--- config.mk ---
export PLATFORM = sky130hd
export DESIGN_NAME = mips8_ctrl_fsm
export DESIGN_NICKNAME = d
export VERILOG_FILES = /design/src/rtl/mips8_pkg.sv /design/src/rtl/mips8_ctrl_fsm.sv
export SDC_FILE = /design/constraint.sdc
export NUM_CORES = 1
export LEC_CHECK = 0
export BUFFER_PORTS_ARGS = -buffer_cell sky130_fd_sc_hd__buf_2
export CAP_MARGIN = 5
export CORE_UTILIZATION = 45
export CTS_BUF_LIST = sky130_fd_sc_hd__clkbuf_4
export CTS_CLUSTER_DIAMETER = 200
export DETAILED_ROUTE_END_ITERATION = 8
export PLACE_DENSITY = 0.76
export SYNTH_ARGS = -nofsm -noshare
export SYNTH_HDL_FRONTEND = slang
export SYNTH_SLANG_ARGS = --single-unit
export TNS_END_PERCENT = 10
--- constraint.sdc ---
create_clock -name clk -period 2.37 [get_ports clk]
set_input_delay 0.3555 -clock clk [delete_from_list [all_inputs] [get_ports clk]]
set_output_delay 0.3555 -clock clk [all_outputs]
set_load 0.02 [all_outputs]
--- src/rtl/mips8_pkg.sv ---
// Shared definitions for the 8-bit MIPS control unit: opcodes, ALU codes, FSM states, instruction fields.
// Latency: none (definitions only).
// Backpressure: none (definitions only).
package mips8_pkg;

    // ALU opcodes live in instr[7:5]; 3'b101 is the branch opcode.
    localparam logic [2:0] OP_MOV = 3'b000;
    localparam logic [2:0] OP_ADD = 3'b001;
    localparam logic [2:0] OP_AND = 3'b010;
    localparam logic [2:0] OP_NOT = 3'b011;
    localparam logic [2:0] OP_NOR = 3'b100;
    localparam logic [2:0] OP_BZ  = 3'b101;
    localparam logic [2:0] OP_SLL = 3'b110;
    localparam logic [2:0] OP_SRL = 3'b111;

    // The branch opcode doubles as the "no ALU operation" code.
    localparam logic [2:0] ALU_IDLE = 3'b101;

    // Instruction field positions.
    localparam int OP_MSB  = 7;
    localparam int OP_LSB  = 5;
    localparam int RD_MSB  = 4;
    localparam int RD_LSB  = 3;
    localparam int RS_MSB  = 2;
    localparam int RS_LSB  = 1;
    localparam int OFF_MSB = 4;
    localparam int OFF_W   = 5;

    // Controller states.
    typedef enum logic [2:0] {
        FETCH     = 3'd0,
        DECODE    = 3'd1,
        EXECUTE   = 3'd2,
        WRITEBACK = 3'd3,
        BRANCH    = 3'd4,
        HALT      = 3'd5
    } state_t;

endpackage

--- src/rtl/mips8_ctrl_fsm.sv ---
// Multi-cycle control unit: fetches, decodes and sequences 8-bit MIPS instructions, drives ALU/RF control.
// Latency: ALU op = fetch wait + 4 cycles, branch = fetch wait + 3 cycles (ack cycle counted in FETCH).
// Backpressure: FETCH holds imem_req until imem_ack; acks outside a live request are ignored.
module mips8_ctrl_fsm
    import mips8_pkg::*;
#(
    parameter int              PC_W     = 8,
    parameter logic [PC_W-1:0] RESET_PC = '0
) (
    input  logic            clk,
    input  logic            rst_n,
    output logic            imem_req,
    output logic [PC_W-1:0] imem_addr,
    input  logic            imem_ack,
    input  logic [7:0]      imem_data,
    output logic [2:0]      alu_control,
    input  logic            alu_zero,
    output logic [1:0]      rf_raddr0,
    output logic [1:0]      rf_raddr1,
    output logic [1:0]      rf_waddr,
    output logic            rf_we,
    output logic [PC_W-1:0] pc,
    output logic            halted
);

    localparam logic [PC_W-1:0] PC_INC = PC_W'(1);

    state_t          state_q, state_d;
    logic [PC_W-1:0] pc_q, pc_d;
    logic [7:0]      ir_q, ir_d;
    logic            zflag_q, zflag_d;
    logic            imem_req_q, imem_req_d;

    logic [2:0]       op;
    logic [OFF_W-1:0] off;
    logic [PC_W-1:0]  off_ext;

    assign op      = ir_q[OP_MSB:OP_LSB];
    assign off     = ir_q[OFF_MSB:0];
    assign off_ext = {{(PC_W-OFF_W){off[OFF_W-1]}}, off};

    // Next-state, PC, IR and zero-flag update; the fetch request is registered so it is low in reset.
    always_comb begin
        state_d = state_q;
        pc_d    = pc_q;
        ir_d    = ir_q;
        zflag_d = zflag_q;
        unique case (state_q)
            FETCH: begin
                if (imem_req_q && imem_ack) begin
                    ir_d    = imem_data;
                    state_d = DECODE;
                end
            end
            DECODE: begin
                state_d = (op == OP_BZ) ? BRANCH : EXECUTE;
            end
            EXECUTE: begin
                zflag_d = alu_zero;
                state_d = WRITEBACK;
            end
            WRITEBACK: begin
                pc_d    = pc_q + PC_INC;
                state_d = FETCH;
            end
            BRANCH: begin
                // A zero offset would loop forever on itself, so it is the halt encoding.
                if (off == '0) begin
                    state_d = HALT;
                end else begin
                    pc_d    = zflag_q ? (pc_q + off_ext) : (pc_q + PC_INC);
                    state_d = FETCH;
                end
            end
            HALT: begin
                state_d = HALT;
            end
            default: begin
                state_d = FETCH;
            end
        endcase
        imem_req_d = (state_d == FETCH);
    end

    // State and datapath-control registers with asynchronous reset.
    always_ff @(posedge clk or negedge rst_n) begin
        if (!rst_n) begin
            state_q    <= FETCH;
            pc_q       <= RESET_PC;
            ir_q       <= '0;
            zflag_q    <= 1'b0;
            imem_req_q <= 1'b0;
        end else begin
            state_q    <= state_d;
            pc_q       <= pc_d;
            ir_q       <= ir_d;
            zflag_q    <= zflag_d;
            imem_req_q <= imem_req_d;
        end
    end

    // Outputs decoded from registered state/ir only.
    assign imem_req    = imem_req_q;
    assign imem_addr   = pc_q;
    assign pc          = pc_q;
    assign alu_control = (state_q == EXECUTE || state_q == WRITEBACK) ? op : ALU_IDLE;
    assign rf_raddr0   = ir_q[RD_MSB:RD_LSB];
    assign rf_raddr1   = ir_q[RS_MSB:RS_LSB];
    assign rf_waddr    = ir_q[RD_MSB:RD_LSB];
    assign rf_we       = (state_q == WRITEBACK);
    assign halted      = (state_q == HALT);

endmodule

Yosys cells after proc, flatten, opt, wreduce, memory -nomap -nowiden
Index checks and enable logic that the tools add are counted.
{ "word_totals": {"romBits": 0, "memories": 0, "ram_bits": 0, "word_cells": 30, "output_inout_bits": 28, "regBits": 21, "latchBits": 0, "in_bits": 12} }
{ "classes": {"multipliers": 0, "n_reduce_logical": 8, "n_eq_ne": 7, "add_sub_neg": 2, "muxes": 8, "magnitude_cmp": 0, "div": 0, "shifts": 0, "n_bitwise": 0} }
{ "ops": {"columns": ["op", "count"], "rows": [
  ["2-to-1 mux 8 bit", 2],
  ["one-hot mux 8 bit (2 select lines)", 1],
  ["one-hot mux 3 bit (5 select lines)", 1],
  ["2-to-1 mux 3 bit", 4],
  ["equality test 3 bit (second input constant)", 3],
  ["adder 8 x 1 -> 8 bit (second input constant)", 1],
  ["adder 8 bit", 1],
  ["equality test 3 x 2 -> 1 bit (second input constant)", 2],
  ["zero test 3 bit", 2],
  ["zero test 5 bit", 1],
  ["AND reduction 2 bit", 2],
  ["equality test 3 x 1 -> 1 bit (second input constant)", 1],
  ["!= test 2 bit (second input constant)", 1],
  ["nonzero test 2 bit", 1],
  ["logical AND 1 bit", 1],
  ["logical OR 1 bit", 1]
]} }

Logic depth before layout (Yosys ltp)
{ "logic_depth": {"word_depth": 4, "depth_mapped": 9, "mapped_depth_nobuf": 9} }

Worst setup path before layout
Ideal clock, no wire load.
{ "synth_timing": {"kind": "reg-to-reg", "from": "reg pc_q[0] (netlist: imem_addr[0])", "to": "reg pc_q[6] (netlist: imem_addr[6])", "t_required_ns": 2.244, "path_buffers": 0, "period_less_slack_ns": 2.128, "stages_incl_launch_ff": 10, "setup_slack_ns": 0.242, "arrival_ns": 2.002, "path_cell_list": "dfrtp_1 -> ha_1 -> inv_1 -> fa_1 -> nor2b_1 -> o31ai_1 -> a2111oi_0 -> o21ai_0 -> o21ai_0 -> a21oi_1"} }
{ "synth_via": {"elab_chain_cells": 4, "elab_cells_between_ends": 5} }
{ "synth_rtl": {"columns": ["item", "line", "source"], "rows": [
  ["start, declared", "mips8_ctrl_fsm.sv:29", "logic [PC_W-1:0] pc_q, pc_d;"],
  ["start signal, assigned", "mips8_ctrl_fsm.sv:95", "pc_q <= pc_d;"],
  ["adder 8 x 1 -> 8 bit or adder 8 bit (tied branches)", "mips8_ctrl_fsm.sv:63, mips8_ctrl_fsm.sv:71", null],
  ["2-to-1 mux 8 bit", "mips8_ctrl_fsm.sv:71", "pc_d = zflag_q ? (pc_q + off_ext) : (pc_q + PC_INC);"],
  ["2-to-1 mux 8 bit", "mips8_ctrl_fsm.sv:68", "if (off == '0) begin"],
  ["one-hot mux 8 bit (2 select lines) *", "mips8_ctrl_fsm.sv:48", "unique case (state_q)"]
]} }
Every way passes the cells marked *; elsewhere a longest branch is shown, timed or not. The select of a mux whose other input is x is not followed.
A chain may end at the register's enable or synchronous reset.

Worst setup path in the final report
{ "layout_timing": {"from": "reg pc_q[1] (netlist: imem_addr[1])", "to": "reg pc_q[6] (netlist: imem_addr[6])"} }
Same word-level chain as after synthesis.

==> metrics.txt <==
drt first pass iters=4; TritonCTS clock tree=built; Worst R2R Path Depth=8; fillcell total=312; synth top area cells=dfrtp_1 (36%), buf_4 (7.2%), ha_1 (6.9%), mux2_2 (6.2%), a21oi_1 (5.8%); Seq cells post-synth=21; most used cell, CP=o21ai_0; Simple-Gate Fraction of Synth Area=19.91%; CORE AREA=3053 µm²; CP arrival=2.32 ns; Tmin final=2.113 ns; share of the synthesized area in the top cell type=36.05%; DR vias=1224; worst reg2reg startpoint=imem_addr[1]; Worst Clk Skew=0.001828 ns; CP max FO=8; commonest cells after routing, fill and taps aside=buf_2 (39), dfrtp_1 (21), a21oi_1 (17); largest net degree at the start of global routing=22; via-per-instance ratio=5.209; Die Y=58.92 µm; # nets final=213; P_leak=0.0008036 µW; hold endpoint=zflag_q; Sequential Area=525.5 µm²; cell family with most CP delay=compound AO/OA/AOI/OAI gates; num ports=40; post-detailed-route DRC marker count=0; Peak Freq=473.3 MHz; Crit path depth=8; Die Area=3471 µm²; Synth Area in XOR/XNOR=3.004%; GR Overflow Total=0; # diodes=0; clk buf depth=2; CP bufs+invs=1; critical path required time=2.58 ns; Total GRT Usage=19.11%; MaxCap Viol Count=0; PD cells=1489 nW/µm²; first-pass GRT wire length=5030 µm; Ys Warns=0; final worst path period share=89.15%; area delta synth->final=14.33%; unrepaired setup endpoints after global routing=false; wire length per cell=12.57 µm; share of post-route cells with drive strength above 1=32.98%; Routed Wire Length=2955 µm; Post-CTS Setup Bufs=0; initial DRC count=30; worst vdd ir=681.1 µV; Reg2Reg Setup Slack=0.26 ns; largest family of logic cells by synthesized area=simple AND/OR/NAND/NOR gates; final hold vios=0; setup TNS after final layout=0 ns; HP Class=in2reg; syn nets=180; Final Instance Count excl. Fillers=235; Distinct cells, synth=35; slowest CP cell=dfrtp_1; max incr delay on CP=0.49 ns; WS Path Type=reg2reg; Cell Area, Synth=1458 µm²; clk sinks=21; outcome=completed; endpoints failing setup=0; CTS buffer count=3; critical register-to-register path endpoint=imem_addr[6]; Post-Syn Area per Cell=9.168 µm²; Syn Inst Count=159; crit-path cells=inv_1, fa_1, nor2b_1, o31ai_1, a2111oi_0, o21ai_0, o21ai_0, a21oi_1; Startpoint Class=flip-flop; Crit. End Element=flip-flop; Hold Crit Depth=2; FP Rows=20; Final Max Tran Viols=0; initial core utilization=47.75%; commonest non-fill, non-tap cell in the layout=buf_2; adder-cell share of the synthesized area=8.240%; CTS H-tree lvls=1; Die W=58.92 µm; Clk pin slew, worst setup/hold paths=0.12 ns; total power=2482 µW; leading area contributor after synthesis=dfrtp_1; CTS Root Cell=clkbuf_4; vias in the first global route=1118; Finished Cell Area=1667 µm²; Post-DP HPWL=2228 µm; instance area at placement=1627 µm²; multi-input logic area=798.3 µm²; HP Start=alu_zero; Post-Place Cells=230; post-synthesis mux area share=6.180%; Detail Route Antenna Nets=0; WHS=0.2658 ns; share of the yosys chip area belonging to registers=36.05%; GPL Wtd Cong=0.8453; latest clock arrival within the worst-skew pair=0.31 ns; PortBufs=39; max_slew headroom=66.05%; initial antenna violation count=0; Compound-Gate Fraction of Synth Area=17.42%; Slew @ Worst Pin=0.5087 ns
## area by class of cell
class                      instances  area share, %
clock inverter                     1         0.4505
tap                               44          3.303
multi-input combinational        117          47.90
timing repair buffer              45          14.56
clock buffer                       3          1.351
sequential                        21          31.53
inverter                           4         0.9009
## state kept, by name, indices dropped and copies added (netlist names)
| signal | cells |
|---|---|
| zflag_q | 1 |
| imem_req | 1 |
| ir_q | 8 |
| state_q | 3 |
| imem_addr | 8 |
## layer usage
layer,GRT usage [%],vias to the layer above,share of wire (%)
met5,0,-,0
met4,2.041,0,0.44
met3,4.615,2,4.5
met2,31.66,38,46
met1,26.26,574,49
li1,-,610,-
## Yosys cell counts (all sizes together)
library cell	instances
dfrtp	21
a21oi	17
buf	16
nor2	14
nand2	13
o21ai	12
ha	8
mux2	8
nand2b	7
nand3	7
inv	4
nor2b	4
xnor2	4
and3	3
a211oi	2
a21o	2
and2	2
nor3b	2
o21a	2
o31ai	2
a2111oi	1
a22oi	1
a31oi	1
clkbuf	1
fa	1
nor3	1
o211ai	1
or4	1
xor2	1
## power by group
group          total [µW]  switching, µW  internal [µW]
logic                1590            910            678
clock network         182            117           64.3
registers             713            194            519
total                2480           1220           1260
## cell families after synthesis
group	count (synthesis)
simple gates	54
compound gates	41
buf+inv	21
flops	21
fa+ha+maj	9
mux	8
xor+xnor	5
## through the flow
stage / worst slack (ns) / util [%]
floorplan: 0.2420 / -
global route: 0.04172 / 54.59
global placement: 0.3644 / 53.28
detailed placement: 0.3000 / 53.28
CTS: 0.2785 / 54.59
finish: 0.2572 / 54.59
## how the worst max path moves through the flow
stage                      start           end  slack (ns)
CTS                 imem_addr[1]  imem_addr[6]        0.28
floorplan           imem_addr[0]  imem_addr[6]        0.24
finish              imem_addr[1]  imem_addr[6]        0.26
global route        imem_addr[1]  imem_addr[6]        0.04
global placement         ir_q[0]  imem_addr[6]        0.36
detailed placement       ir_q[0]  imem_addr[6]        0.30
## repair_timing
action / in CTS / in global routing
hold endpoints to repair: 21 / 0
gates resized for setup: 0 / 0
hold buffers: 1 / 0
(Power assumes the default switching activity.)
